--- config.mk ---
export PLATFORM = sky130hd
export DESIGN_NAME = basic_loops_host_flat
export DESIGN_NICKNAME = d
export VERILOG_FILES = /design/src/rtl/basic_loops_host_if.sv /design/src/rtl/basic_loops_host.sv /design/src/flat_wrapper.sv
export SDC_FILE = /design/constraint.sdc
export NUM_CORES = 1
export LEC_CHECK = 0
export ABC_AREA = 0
export CAP_MARGIN = 20
export CORE_MARGIN = 4
export CORE_UTILIZATION = 51
export CTS_BUF_LIST = sky130_fd_sc_hd__clkbuf_16
export DETAILED_ROUTE_END_ITERATION = 8
export PLACE_DENSITY = 0.86
export SYNTH_ARGS = -nofsm -noshare
export SYNTH_HDL_FRONTEND = slang
export SYNTH_SLANG_ARGS = --single-unit
--- constraint.sdc ---
create_clock -name ap_clk -period 2.51 [get_ports ap_clk]
set_clock_uncertainty 0.2 [all_clocks]
set_input_delay 0.753 -clock ap_clk [delete_from_list [all_inputs] [get_ports ap_clk]]
set_output_delay 0.753 -clock ap_clk [all_outputs]
set_load 0.1 [all_outputs]
--- src/rtl/basic_loops_host_if.sv ---
`default_nettype none
// ============================================================================
// basic_loops_host_if : ap_ctrl_hs handshake + ap_memory port A of basic_loops
// Revision: 1.0
// ============================================================================
interface basic_loops_host_if #(
    parameter int ADDR_W = 4,
    parameter int DATA_W = 8,
    parameter int RET_W  = 13
);
    logic              dut_ap_start;
    logic              dut_ap_done;
    logic              dut_ap_idle;
    logic              dut_ap_ready;
    logic [ADDR_W-1:0] dut_A_address0;
    logic              dut_A_ce0;
    logic [DATA_W-1:0] dut_A_q0;
    logic [RET_W-1:0]  dut_ap_return;

    // Host side owns ap_start and the RAM read data
    modport master (
        output dut_ap_start,
        output dut_A_q0,
        input  dut_ap_done,
        input  dut_ap_idle,
        input  dut_ap_ready,
        input  dut_A_address0,
        input  dut_A_ce0,
        input  dut_ap_return
    );

    modport slave (
        input  dut_ap_start,
        input  dut_A_q0,
        output dut_ap_done,
        output dut_ap_idle,
        output dut_ap_ready,
        output dut_A_address0,
        output dut_A_ce0,
        output dut_ap_return
    );
endinterface
`default_nettype wire

--- src/rtl/basic_loops_host.sv ---
`default_nettype none
// ============================================================================
// basic_loops_host : host for HLS basic_loops - owns array A, launches runs,
// captures ap_return. Option macro: BASIC_LOOPS_HOST_CYCLE_CNT_EN (cycle_cnt).
// Revision: 1.0
// ============================================================================
module basic_loops_host #(
    parameter int ADDR_W  = 4,
    parameter int DEPTH   = 16,
    parameter int DATA_W  = 8,
    parameter int RET_W   = 13,
    parameter int TIMEOUT = 1023
) (
    input  wire logic              ap_clk,
    input  wire logic              ap_rst,
    input  wire logic              wr_en,
    input  wire logic [ADDR_W-1:0] wr_addr,
    input  wire logic [DATA_W-1:0] wr_data,
    input  wire logic              cmd_start,
    output logic                   busy,
    output logic                   result_valid,
    output logic [RET_W-1:0]       result,
    output logic                   timeout,
`ifdef BASIC_LOOPS_HOST_CYCLE_CNT_EN
    output logic [15:0]            cycle_cnt,
`endif
    basic_loops_host_if.master     bus
);
    localparam int TMR_W = $clog2(TIMEOUT + 1);

    typedef enum logic [1:0] {
        S_IDLE  = 2'd0,
        S_START = 2'd1,
        S_WAIT  = 2'd2,
        S_DONE  = 2'd3
    } state_t;

    state_t             r_state;
    state_t             w_state_nxt;
    logic [TMR_W-1:0]   r_timer;
    logic [TMR_W-1:0]   w_timer_inc;
    logic               w_tmo_hit;
    logic               w_capture;
    logic               w_abort;
    logic               w_launch;
    logic               w_running;
    logic               r_ap_start;
    logic [RET_W-1:0]   r_result;
    logic               r_timeout;
    logic [DATA_W-1:0]  r_mem [DEPTH];
    logic [DATA_W-1:0]  r_q0;
    logic               w_wr_ok;
    logic               w_rd_ok;
    logic               w_unused_idle;

    assign w_unused_idle = bus.dut_ap_idle;

    assign w_running   = (r_state == S_START) || (r_state == S_WAIT);
    assign w_launch    = (r_state == S_IDLE) && cmd_start;
    assign w_timer_inc = r_timer + TMR_W'(1);
    assign w_tmo_hit   = (w_timer_inc == TMR_W'(TIMEOUT));

    // Completion beats the watchdog when both land on the same cycle
    always_comb begin
        w_state_nxt = r_state;
        w_capture   = 1'b0;
        w_abort     = 1'b0;
        case (r_state)
            S_IDLE: begin
                if (cmd_start) w_state_nxt = S_START;
            end
            S_START: begin
                if (bus.dut_ap_ready && bus.dut_ap_done) begin
                    w_capture   = 1'b1;
                    w_state_nxt = S_DONE;
                end else if (w_tmo_hit) begin
                    w_abort     = 1'b1;
                    w_state_nxt = S_IDLE;
                end else if (bus.dut_ap_ready) begin
                    w_state_nxt = S_WAIT;
                end
            end
            S_WAIT: begin
                if (bus.dut_ap_done) begin
                    w_capture   = 1'b1;
                    w_state_nxt = S_DONE;
                end else if (w_tmo_hit) begin
                    w_abort     = 1'b1;
                    w_state_nxt = S_IDLE;
                end
            end
            S_DONE:  w_state_nxt = S_IDLE;
            default: w_state_nxt = S_IDLE;
        endcase
    end

    always_ff @(posedge ap_clk) begin
        if (ap_rst) begin
            r_state <= S_IDLE;
        end else begin
            r_state <= w_state_nxt;
        end
    end

    always_ff @(posedge ap_clk) begin
        if (ap_rst) begin
            r_timer    <= '0;
            r_ap_start <= 1'b0;
            r_result   <= '0;
            r_timeout  <= 1'b0;
        end else begin
            if (w_launch) begin
                r_timer    <= '0;
                r_timeout  <= 1'b0;
                r_ap_start <= 1'b1;
            end else if (w_running) begin
                r_timer <= w_timer_inc;
            end
            if ((r_state == S_START && bus.dut_ap_ready) || w_abort) begin
                r_ap_start <= 1'b0;
            end
            if (w_abort) begin
                r_timeout <= 1'b1;
            end
            if (w_capture) begin
                r_result <= bus.dut_ap_return;
            end
        end
    end

`ifdef BASIC_LOOPS_HOST_CYCLE_CNT_EN
    logic [15:0] r_run_cnt;
    logic [15:0] r_cycle_cnt;
    logic [15:0] w_run_cnt_sat;

    assign w_run_cnt_sat = (r_run_cnt == 16'hFFFF) ? 16'hFFFF : r_run_cnt + 16'd1;

    always_ff @(posedge ap_clk) begin
        if (ap_rst) begin
            r_run_cnt   <= '0;
            r_cycle_cnt <= '0;
        end else begin
            if (w_launch) begin
                r_run_cnt <= '0;
            end else if (w_running) begin
                r_run_cnt <= w_run_cnt_sat;
            end
            if (w_capture) begin
                r_cycle_cnt <= w_run_cnt_sat;
            end
        end
    end

    assign cycle_cnt = r_cycle_cnt;
`endif

    // Array A: writes only from the host while idle; out-of-range accesses ignored / read as 0
    assign w_wr_ok = (r_state == S_IDLE) && wr_en && (32'(wr_addr) < 32'(DEPTH));
    assign w_rd_ok = (32'(bus.dut_A_address0) < 32'(DEPTH));

    always_ff @(posedge ap_clk) begin
        if (w_wr_ok) begin
            r_mem[wr_addr] <= wr_data;
        end
    end

    always_ff @(posedge ap_clk) begin
        if (ap_rst) begin
            r_q0 <= '0;
        end else if (bus.dut_A_ce0) begin
            r_q0 <= w_rd_ok ? r_mem[bus.dut_A_address0] : '0;
        end
    end

    assign bus.dut_ap_start = r_ap_start;
    assign bus.dut_A_q0     = r_q0;
    assign busy             = (r_state != S_IDLE);
    assign result_valid     = (r_state == S_DONE);
    assign result           = r_result;
    assign timeout          = r_timeout;

endmodule
`default_nettype wire

--- src/flat_wrapper.sv ---
// flat-port wrapper written by rule: the top's interface ports become plain ports
module basic_loops_host_flat 
#(
    parameter int ADDR_W  = 4,
    parameter int DEPTH   = 16,
    parameter int DATA_W  = 8,
    parameter int RET_W   = 13,
    parameter int TIMEOUT = 1023
)
  (ap_clk, ap_rst, wr_en, wr_addr, wr_data, cmd_start, busy, result_valid, result, timeout, bus_dut_ap_start, bus_dut_A_q0, bus_dut_ap_done, bus_dut_ap_idle, bus_dut_ap_ready, bus_dut_A_address0, bus_dut_A_ce0, bus_dut_ap_return);
  basic_loops_host_if #(.ADDR_W(ADDR_W), .DATA_W(DATA_W), .RET_W(RET_W)) bus_i ();
  input  wire logic ap_clk;
  input  wire logic ap_rst;
  input  wire logic wr_en;
  input  wire logic [ADDR_W-1:0] wr_addr;
  input  wire logic [DATA_W-1:0] wr_data;
  input  wire logic cmd_start;
  output logic busy;
  output logic result_valid;
  output logic [RET_W-1:0] result;
  output logic timeout;
  output wire logic [$bits(bus_i.dut_ap_start)-1:0] bus_dut_ap_start;
  output wire logic [$bits(bus_i.dut_A_q0)-1:0] bus_dut_A_q0;
  input wire logic [$bits(bus_i.dut_ap_done)-1:0] bus_dut_ap_done;
  input wire logic [$bits(bus_i.dut_ap_idle)-1:0] bus_dut_ap_idle;
  input wire logic [$bits(bus_i.dut_ap_ready)-1:0] bus_dut_ap_ready;
  input wire logic [$bits(bus_i.dut_A_address0)-1:0] bus_dut_A_address0;
  input wire logic [$bits(bus_i.dut_A_ce0)-1:0] bus_dut_A_ce0;
  input wire logic [$bits(bus_i.dut_ap_return)-1:0] bus_dut_ap_return;
  assign bus_dut_ap_start = bus_i.dut_ap_start;
  assign bus_dut_A_q0 = bus_i.dut_A_q0;
  assign bus_i.dut_ap_done = bus_dut_ap_done;
  assign bus_i.dut_ap_idle = bus_dut_ap_idle;
  assign bus_i.dut_ap_ready = bus_dut_ap_ready;
  assign bus_i.dut_A_address0 = bus_dut_A_address0;
  assign bus_i.dut_A_ce0 = bus_dut_A_ce0;
  assign bus_i.dut_ap_return = bus_dut_ap_return;
  basic_loops_host #(.ADDR_W(ADDR_W), .DEPTH(DEPTH), .DATA_W(DATA_W), .RET_W(RET_W), .TIMEOUT(TIMEOUT)) u_core (.ap_clk(ap_clk), .ap_rst(ap_rst), .wr_en(wr_en), .wr_addr(wr_addr), .wr_data(wr_data), .cmd_start(cmd_start), .busy(busy), .result_valid(result_valid), .result(result), .timeout(timeout), .bus(bus_i));
endmodule
==> impl_metrics.env, run 1 <==
export IMPL_post_cts_buffers=0
export IMPL_hold_slack_ns=0.2933
export IMPL_fillers=803
export IMPL_place_congestion=0.8238
export IMPL_cts_sinks=163
export IMPL_drt_total_wl_um=13810
export IMPL_critPathMaxFanout=6
export IMPL_core_area_mm2=0.01226
export IMPL_drc_errors=0
export IMPL_status="complete, no violations"
export IMPL_final_nets=533
export IMPL_relSlewSlack_pct=55.71
export IMPL_critPathKind="reg -> out"
export IMPL_vdd_drop_max_uv=515.6
export IMPL_diodes=0
export IMPL_wl_met1_um=5276
export IMPL_worstPathRequired_ns=1.56
export IMPL_io_buffers=60
export IMPL_avgViaCountPerCell=5.773
export IMPL_tightest_slew_ns=0.6629
export IMPL_numCtsBuffers=17
export IMPL_synth_flop_cell="edfxtp_1"
export IMPL_finish_utilization_pct=65.51
export IMPL_crit_top_cell="inv_1"
export IMPL_layout_drive_gt1_share_pct=23.71
export IMPL_cp_slowest_cell="dfxtp_1"
export IMPL_drt_iter0_drc=412
export IMPL_worstSetupEndpointType="primary output"
export IMPL_reg2regPathDepth=6
export IMPL_yosysTopAreaCellShare_pct=59.12
export IMPL_critical_path_arrival_ns=1.49
export IMPL_h_tree_depth=4
export IMPL_yosysMostFrequentCell="edfxtp_1"
export IMPL_clk_latency_ns=0.42
export IMPL_combinationalPowerShare_pct=14.2
export IMPL_hold_path_class="reg -> reg"
export IMPL_synth_edf_count=128
export IMPL_ant_nets=0
export IMPL_ys_seq_area_share_pct=69.90
export IMPL_grt_first_pass_wirelength_um=21850
export IMPL_post_route_period_util_pct=97.38
export IMPL_syn_area_per_cell_um2=16.21
export IMPL_synth_seq_cells=163
export IMPL_cts_path_max_buffers=2
export IMPL_antenna_found_initial=0
export IMPL_final_cell_area_mm2=0.008033
export IMPL_clkPwrFrac_pct=39.3
export IMPL_power_switching_share_pct=25.59
export IMPL_multi_input_area_mm2=0.001849
export IMPL_hold_depth=2
export IMPL_grt_pass1_vias=4059
export IMPL_slew_violations=0
export IMPL_cp_depth=4
export IMPL_die_w_um=120.9
export IMPL_gr_total_overflow=0
export IMPL_synth_area_mm2=0.006501
export IMPL_dr_pass1_iters=5
export IMPL_synth_top_cells_by_count="edfxtp_1, nor2_1, dfxtp_1, mux4_2, a21oi_1"
export IMPL_synthArstFlopShare_pct=0
export IMPL_track_usage_pct=19.99
export IMPL_clk_pin_slew_worst_paths_ns=0.06
export IMPL_p_per_area_mw_per_mm2=816.6
export IMPL_critical_path_startpoint_type="register"
export IMPL_path_delay_family="buffers and inverters"
export IMPL_clock_fmax_mhz=409.1
export IMPL_fp_row_count=40
export IMPL_hold_viol=0
export IMPL_area_delta_synth_final_pct=23.56
export IMPL_drv_cap=0
export IMPL_wl_met2_um=7407
export IMPL_cp_slowest_stage_delay_ns=0.33
export IMPL_dpl_cell_area_mm2=0.007440
export IMPL_crit_chain="inv_1 > ha_2 > inv_1 > buf_12"
export IMPL_synth_warning_count=0
export IMPL_p_int_mw=4.881
export IMPL_dieArea_mm2=0.01462
export IMPL_crit_buf_inv=3
export IMPL_start_util_pct=53.02
export IMPL_ios=62
export IMPL_synth_top_cell_by_area="edfxtp_1"
export IMPL_wl_per_cell_um=20.61
export IMPL_synth_fp_nets=445
export IMPL_p_leak_nw=2.825
export IMPL_regArea_mm2=0.004544
export IMPL_cts_tree="done"
export IMPL_vias=3868
export IMPL_rrSetupSlack_ns=0.23
export IMPL_rsz0062_at_grt="false"
export IMPL_min_period_ns=2.444
export IMPL_wl_met3_um=879
export IMPL_dp_hpwl_um=9000
export IMPL_setup_violations=0
export IMPL_ys_types=46
export IMPL_netlist_instances=401
export IMPL_clockRootBuffer="clkbuf_16"
export IMPL_ys_top_cells_by_area="edfxtp_1, mux4_2, dfxtp_1"
export IMPL_top_layer="met4"
export IMPL_p_sw_mw=1.678
export IMPL_grt_max_degree=22
export IMPL_p_seq_share_pct=46.4
export IMPL_die_y_um=120.9
==> path summary, 6_finish.rpt <==
path,startpoint,endpoint
worst max-delay path,u_core.r_state[0],busy
worst min-delay path,u_core.bus.dut_A_q0[3],u_core.bus.dut_A_q0[3]
worst max register to register,u_core.r_timer[0],u_core.bus.dut_ap_start
worst min register to register,u_core.bus.dut_A_q0[3],u_core.bus.dut_A_q0[3]
==> worst min-delay path, cell delays in order (launching register included) <==
cell and delay [ns]:
dfxtp_1 0.32, a21oi_1 0.06, nor2_1 0.07
==> what timing repair did <==
item                                    in CTS  in global routing
hold buffers                                 0                  0
hold endpoints to repair                     0                  0
endpoints found under the setup margin       1                  0
gates resized for setup                      1                  0
==> power by group through the flow <==
stage / clock [mW] / sequential [mW] / combinational, mW
2_1_floorplan: 0 / 3.26 / 0.446
3_3_place_gp: 0 / 3.09 / 0.890
3_5_place_dp: 0 / 3.10 / 0.919
4_1_cts: 2.61 / 3.04 / 0.938
5_1_grt: 2.73 / 3.05 / 0.997
6_report: 2.58 / 3.04 / 0.934
==> metrics by stage <==
step	setup slack, ns	TNS [ns]	total power, mW	instances
finish	0.06581	0	6.559	670
global route	0.001889	0	6.785	670
CTS	0.04421	0	6.593	670
detailed placement	-0.2409	-4.162	4.021	638
global placement	-0.1845	-2.366	3.984	638
floorplan	0.04759	0	3.707	401
==> placed cells by master, fill, tap and decap left out, drive strengths merged, types with 2 or more instances in the layout <==
master / n
and3: 3
mux2i: 13
nand2: 11
o211ai: 2
nor2b: 3
inv: 9
nor3: 8
nor2: 47
or3: 5
bufinv: 3
clkdlybuf4s50: 34
a22oi: 16
xnor2: 5
o21ai: 3
nand2b: 5
xor2: 4
o31ai: 2
clkinvlp: 3
and2: 3
nand4: 4
mux4: 32
clkbuf: 17
clkinv: 7
buf: 53
ha: 7
nand3: 4
a21oi: 21
edfxtp: 128
dfxtp: 35
a211oi: 2
==> flip-flops by register name (all words and copies together) (netlist names) <==
signal,count
u_core.r_timer,10
u_core.bus.dut_A_q0,8
u_core.result,13
u_core.timeout,1
u_core.r_state,2
u_core.r_mem,128
u_core.bus.dut_ap_start,1
==> metal layers <==
layer,vias to the layer above,global-route usage (%)
li1,1742,-
met1,1935,24.05
met2,168,34.46
met3,23,5.315
met4,0,7.720
met5,-,0
==> layout make-up <==
class / instances / share of cell area [%]
Sequential cell: 163 / 56.57
Multi-Input combinational cell: 213 / 23.02
Timing Repair Buffer: 87 / 10.09
Clock buffer: 17 / 5.296
Tap cell: 168 / 2.617
Clock inverter: 15 / 2.056
Inverter: 7 / 0.3427
==> cells by family after synthesis <==
kind of cell,after synthesis,share of synthesized area [%]
DFF,163,69.90
and+or+nand+nor,98,7.313
AOI/OAI and AO/OA,53,5.273
muxes,46,13.26
buffers and inverters,25,1.693
xor gates and xnor gates,9,1.212
adders and majority gates,7,1.347
Power figures use the tool's default switching activity.
==> inputs of run 2 (changes only) <==
Settings changed: CORE_UTILIZATION 51 to 37, PLACE_DENSITY 0.86 to 0.69.
==> impl_metrics.env, run 2 (synthesized netlist as in run 1, its figures left out) <==
export IMPL_start_util_pct=37.72
export IMPL_wl_per_cell_um=18.39
export IMPL_critical_path_startpoint_type="primary input"
export IMPL_core_area_mm2=0.01724
export IMPL_diodes=0
export IMPL_ant_nets=0
export IMPL_p_leak_nw=2.923
export IMPL_hold_viol=0
export IMPL_hold_path_class="reg -> reg"
export IMPL_clk_pin_slew_worst_paths_ns=0.06
export IMPL_die_y_um=140.6
export IMPL_total_power_mw=6.641
export IMPL_post_route_period_util_pct=95.64
export IMPL_grt_first_pass_wirelength_um=21520
export IMPL_fillers=1443
export IMPL_worstSetupEndpointType="register"
export IMPL_avgViaCountPerCell=5.108
export IMPL_setup_slack_ns=0.1093
export IMPL_place_congestion=0.7868
export IMPL_area_delta_synth_final_pct=27.23
export IMPL_largest_register_ff_count=128
export IMPL_critPathMaxFanout=15
export IMPL_final_nets=549
export IMPL_status="complete, no violations"
export IMPL_place_inst=711
export IMPL_critical_path_arrival_ns=2.49
export IMPL_reg2regPathDepth=6
export IMPL_layout_common_cells="edfxtp_1, buf_4, nor2_1"
export IMPL_drv_cap=0
export IMPL_setup_violations=0
export IMPL_rsz0062_at_grt="false"
export IMPL_drt_total_wl_um=13670
export IMPL_slew_violations=0
export IMPL_track_usage_pct=14.28
export IMPL_worstPathRequired_ns=2.60
export IMPL_final_cells=743
export IMPL_numCtsBuffers=17
export IMPL_clockRootBuffer="clkbuf_16"
export IMPL_fp_row_count=48
export IMPL_place_worst_setup_slack_ns=-0.4047
export IMPL_antenna_found_initial=0
export IMPL_gr_total_overflow=0
export IMPL_fin_tns_setup_ns=0
export IMPL_layout_drive_gt1_share_pct=26.83
export IMPL_hold_slack_ns=0.2839
export IMPL_drc_errors=0
export IMPL_hold_depth=2
export IMPL_die_w_um=140.6
export IMPL_final_common_cell="edfxtp_1"
export IMPL_dr_pass1_iters=5
export IMPL_p_per_area_mw_per_mm2=802.9
export IMPL_relSlewSlack_pct=51.84
export IMPL_cts_sinks=163
export IMPL_critPathKind="in -> reg"
export IMPL_io_buffers=60
export IMPL_dieArea_mm2=0.01976
export IMPL_tightest_slew_ns=0.7202
export IMPL_dp_hpwl_um=9524
export IMPL_drt_iter0_drc=327
export IMPL_post_cts_buffers=0
export IMPL_h_tree_depth=4
export IMPL_cts_path_max_buffers=2
export IMPL_vias=3795
export IMPL_grt_pass1_vias=3978
export IMPL_clock_fmax_mhz=416.6
export IMPL_min_period_ns=2.401
export IMPL_grt_max_degree=24
export IMPL_cts_tree="done"
export IMPL_vdd_drop_max_uv=399.9
export IMPL_clk_latency_ns=0.41
export IMPL_ios=62
export IMPL_regMostFlops="u_core.r_mem"
run 2: cell count changes in the layout (fill, tap and decap cells not counted), moves of 2 or more:
cell | before | now
buf_4 | 46 | 61
clkinv_2 | 4 | 1
clkinv_1 | 2 | 0
nor2b_1 | 3 | 1
nor2b_2 | 0 | 2
run 2: what timing repair did:
item / CTS / global route
pin swaps: 0 / 0
setup endpoints to repair: 1 / 5
resized for setup: 1 / 4
hold buffers: 0 / 0
run 2: path summary, 6_finish.rpt:
| kind | from | to | slack [ns] |
|---|---|---|---|
| max | bus_dut_A_address0[1] | u_core.bus.dut_A_q0[6] | 0.11 |
| min | u_core.timeout | u_core.timeout | 0.28 |
| max reg2reg | u_core.r_timer[0] | u_core.bus.dut_ap_start | 0.26 |
| min reg2reg | u_core.timeout | u_core.timeout | 0.28 |
run 2: where the power goes:
| part | internal [mW] | switching (mW) |
|---|---|---|
| clock | 1.58 | 1.04 |
| sequential | 2.99 | 0.0496 |
| combinational | 0.372 | 0.614 |
| total | 4.94 | 1.70 |
run 2: worst max-delay path: stages:
cell	delay [ns]
clkdlybuf4s50_1	0.51
buf_12	0.18
buf_12	0.13
mux4_2	0.27
a22oi_1	0.29
a21oi_1	0.15
a21oi_1	0.14
nor2_1	0.06
run 2: cell type report:
| type | count | area [um2] | area share [%] |
|---|---|---|---|
| Clock buffer | 17 | 425.4 | 5.143 |
| Clock inverter | 15 | 182.7 | 2.208 |
| Inverter | 7 | 27.53 | 0.3328 |
| Multi-Input combinational cell | 213 | 1867 | 22.57 |
| Sequential cell | 163 | 4544 | 54.94 |
| Tap cell | 225 | 281.5 | 3.403 |
| Timing Repair Buffer | 103 | 943.4 | 11.41 |
run 2: stage by stage:
step	utilization [%]	area [um2]
2_1_floorplan	-	6501
3_3_place_gp	44.35	7644
3_5_place_dp	44.35	7644
4_1_cts	47.89	8254
5_1_grt	47.99	8272
6_report	47.99	8272
run 2: metal layers:
metal	GRT usage (%)	up-vias	share of wire, %
li1	-	1771	-
met1	18.12	1901	42
met5	0	-	0
met4	5.660	0	1.7
met2	24.12	104	51
met3	2.868	19	5.0
==> inputs of run 3 (changes only) <==
Settings changed: MAX_ROUTING_LAYER from default to met4, PLACE_DENSITY 0.69 to 0.67.
Clock period 2.51 ns to 2.7 ns, I/O delays scaled along.
==> impl_metrics.env, run 3 (synthesized netlist as in run 1, its figures left out) <==
export IMPL_antenna_found_initial=0
export IMPL_gr_total_overflow=0
export IMPL_regMostFlops="u_core.r_mem"
export IMPL_area_delta_synth_final_pct=25.58
export IMPL_finish_utilization_pct=47.37
export IMPL_cp_slowest_cell="ha_1"
export IMPL_fp_row_count=48
export IMPL_drv_cap=0
export IMPL_post_route_period_util_pct=94.06
export IMPL_clockRootBuffer="clkbuf_16"
export IMPL_rsz0062_at_grt="false"
export IMPL_crit_top_cell="inv_1"
export IMPL_cp_slowest_stage_delay_ns=0.34
export IMPL_final_nets=537
export IMPL_grt_first_pass_wirelength_um=21480
export IMPL_vdd_drop_max_uv=417.1
export IMPL_reg2regPathDepth=6
export IMPL_wl_per_cell_um=18.91
export IMPL_h_tree_depth=4
export IMPL_hold_depth=2
export IMPL_avgViaCountPerCell=5.216
export IMPL_die_w_um=140.6
export IMPL_critPathKind="reg -> out"
export IMPL_cts_tree="done"
export IMPL_ant_nets=0
export IMPL_drt_iter0_drc=370
export IMPL_cts_sinks=163
export IMPL_core_area_mm2=0.01724
export IMPL_relSlewSlack_pct=53.45
export IMPL_critical_path_startpoint_type="register"
export IMPL_drc_errors=0
export IMPL_place_congestion=0.8462
export IMPL_worstSetupEndpointType="primary output"
export IMPL_p_per_area_mw_per_mm2=761.5
export IMPL_critPathMaxFanout=6
export IMPL_status="complete, no violations"
export IMPL_dpl_cell_area_mm2=0.007541
export IMPL_worstPathRequired_ns=1.69
export IMPL_path_delay_family="buffers and inverters"
export IMPL_cts_path_max_buffers=2
export IMPL_layout_common_cells="edfxtp_1, buf_4, nor2_1"
export IMPL_dp_hpwl_um=9444
export IMPL_final_cell_area_mm2=0.008164
export IMPL_post_cts_buffers=0
export IMPL_hold_buffers=0
export IMPL_p_leak_nw=2.878
export IMPL_track_usage_pct=14.88
export IMPL_grt_pass1_vias=3843
export IMPL_setup_violations=0
export IMPL_vias=3813
export IMPL_hold_path_class="reg -> reg"
export IMPL_tightest_slew_ns=0.6968
export IMPL_die_y_um=140.6
export IMPL_io_buffers=60
export IMPL_drt_total_wl_um=13820
export IMPL_cts_resized_gates=0
export IMPL_min_period_ns=2.540
export IMPL_ios=62
export IMPL_crit_buf_inv=3
export IMPL_clk_pin_slew_worst_paths_ns=0.06
export IMPL_dr_pass1_iters=5
export IMPL_clock_fmax_mhz=393.8
export IMPL_hold_viol=0
export IMPL_numCtsBuffers=17
export IMPL_crit_chain="inv_1 > ha_1 > inv_1 > buf_12"
export IMPL_dieArea_mm2=0.01976
export IMPL_clk_latency_ns=0.42
export IMPL_cp_depth=4
export IMPL_final_common_cell="edfxtp_1"
export IMPL_grt_max_degree=27
export IMPL_start_util_pct=37.72
export IMPL_slew_violations=0
export IMPL_critical_path_arrival_ns=1.53
export IMPL_layout_drive_gt1_share_pct=23.72
export IMPL_largest_register_ff_count=128
export IMPL_diodes=0
-- run 3: cell types whose count changed in the layout (fill, tap and decap cells not counted), sizes merged --
| cell | previous run | this run |
|---|---|---|
| clkinv | 3 | 9 |
| buf | 69 | 57 |
| bufinv | 3 | 5 |
| clkinvlp | 4 | 0 |
| inv | 12 | 8 |
-- run 3: path summary, 6_finish.rpt --
path / from / to / slack (ns)
max: u_core.r_state[0] / busy / 0.16
min: u_core.timeout / u_core.timeout / 0.28
max reg2reg: u_core.r_timer[0] / u_core.bus.dut_ap_start / 0.23
min reg2reg: u_core.timeout / u_core.timeout / 0.28
-- run 3: area by class of cell --
cell class              count  area, um2
clock inverters            15      197.7
flip-flops and latches    163       4544
clock buffers              17      425.4
well taps                 225      281.5
multi-input cells         213       1847
inverters                   7      27.53
fillers                  1422       9072
repair buffers             91      840.8
-- run 3: worst min-delay path, delay by kind of cell, from the launching register on --
kind / cells / cell delay [ns]
flip-flops: 1 / 0.31
AO/OA/AOI/OAI: 1 / 0.07
buffers and inverters: 1 / 0.05
-- run 3: report_power, final --
part / total (mW) / leakage [nW] / switching, mW / internal [mW]
clock: 2.52 / 0.315 / 0.906 / 1.62
combinational: 0.864 / 1.12 / 0.560 / 0.304
sequential: 2.83 / 1.44 / 0.0459 / 2.78
-- run 3: per-stage QoR --
| stage | power (mW) | setup TNS [ns] | setup WS (ns) | cells | hold slack (ns) |
|---|---|---|---|---|---|
| floorplan | 3.446 | 0 | 0.1806 | 401 | 0.2968 |
| global placement | 3.723 | -1.467 | -0.1741 | 699 | 0.2651 |
| detailed placement | 3.752 | -1.490 | -0.1908 | 699 | 0.2736 |
| CTS | 6.262 | 0 | 0.1078 | 731 | 0.2826 |
| global route | 6.443 | 0 | 0.05594 | 731 | 0.3188 |
| finish | 6.217 | 0 | 0.1605 | 731 | 0.2832 |
-- run 3: layer usage --
layer  vias to the layer above  global-route usage [%]  routed length, um
met4                         0                   5.558                229
met3                        19                   3.175                654
met5                         -                       -                  0
met2                       118                   24.04               7210
met1                      1934                   18.54               5731
li1                       1742                       -                  -
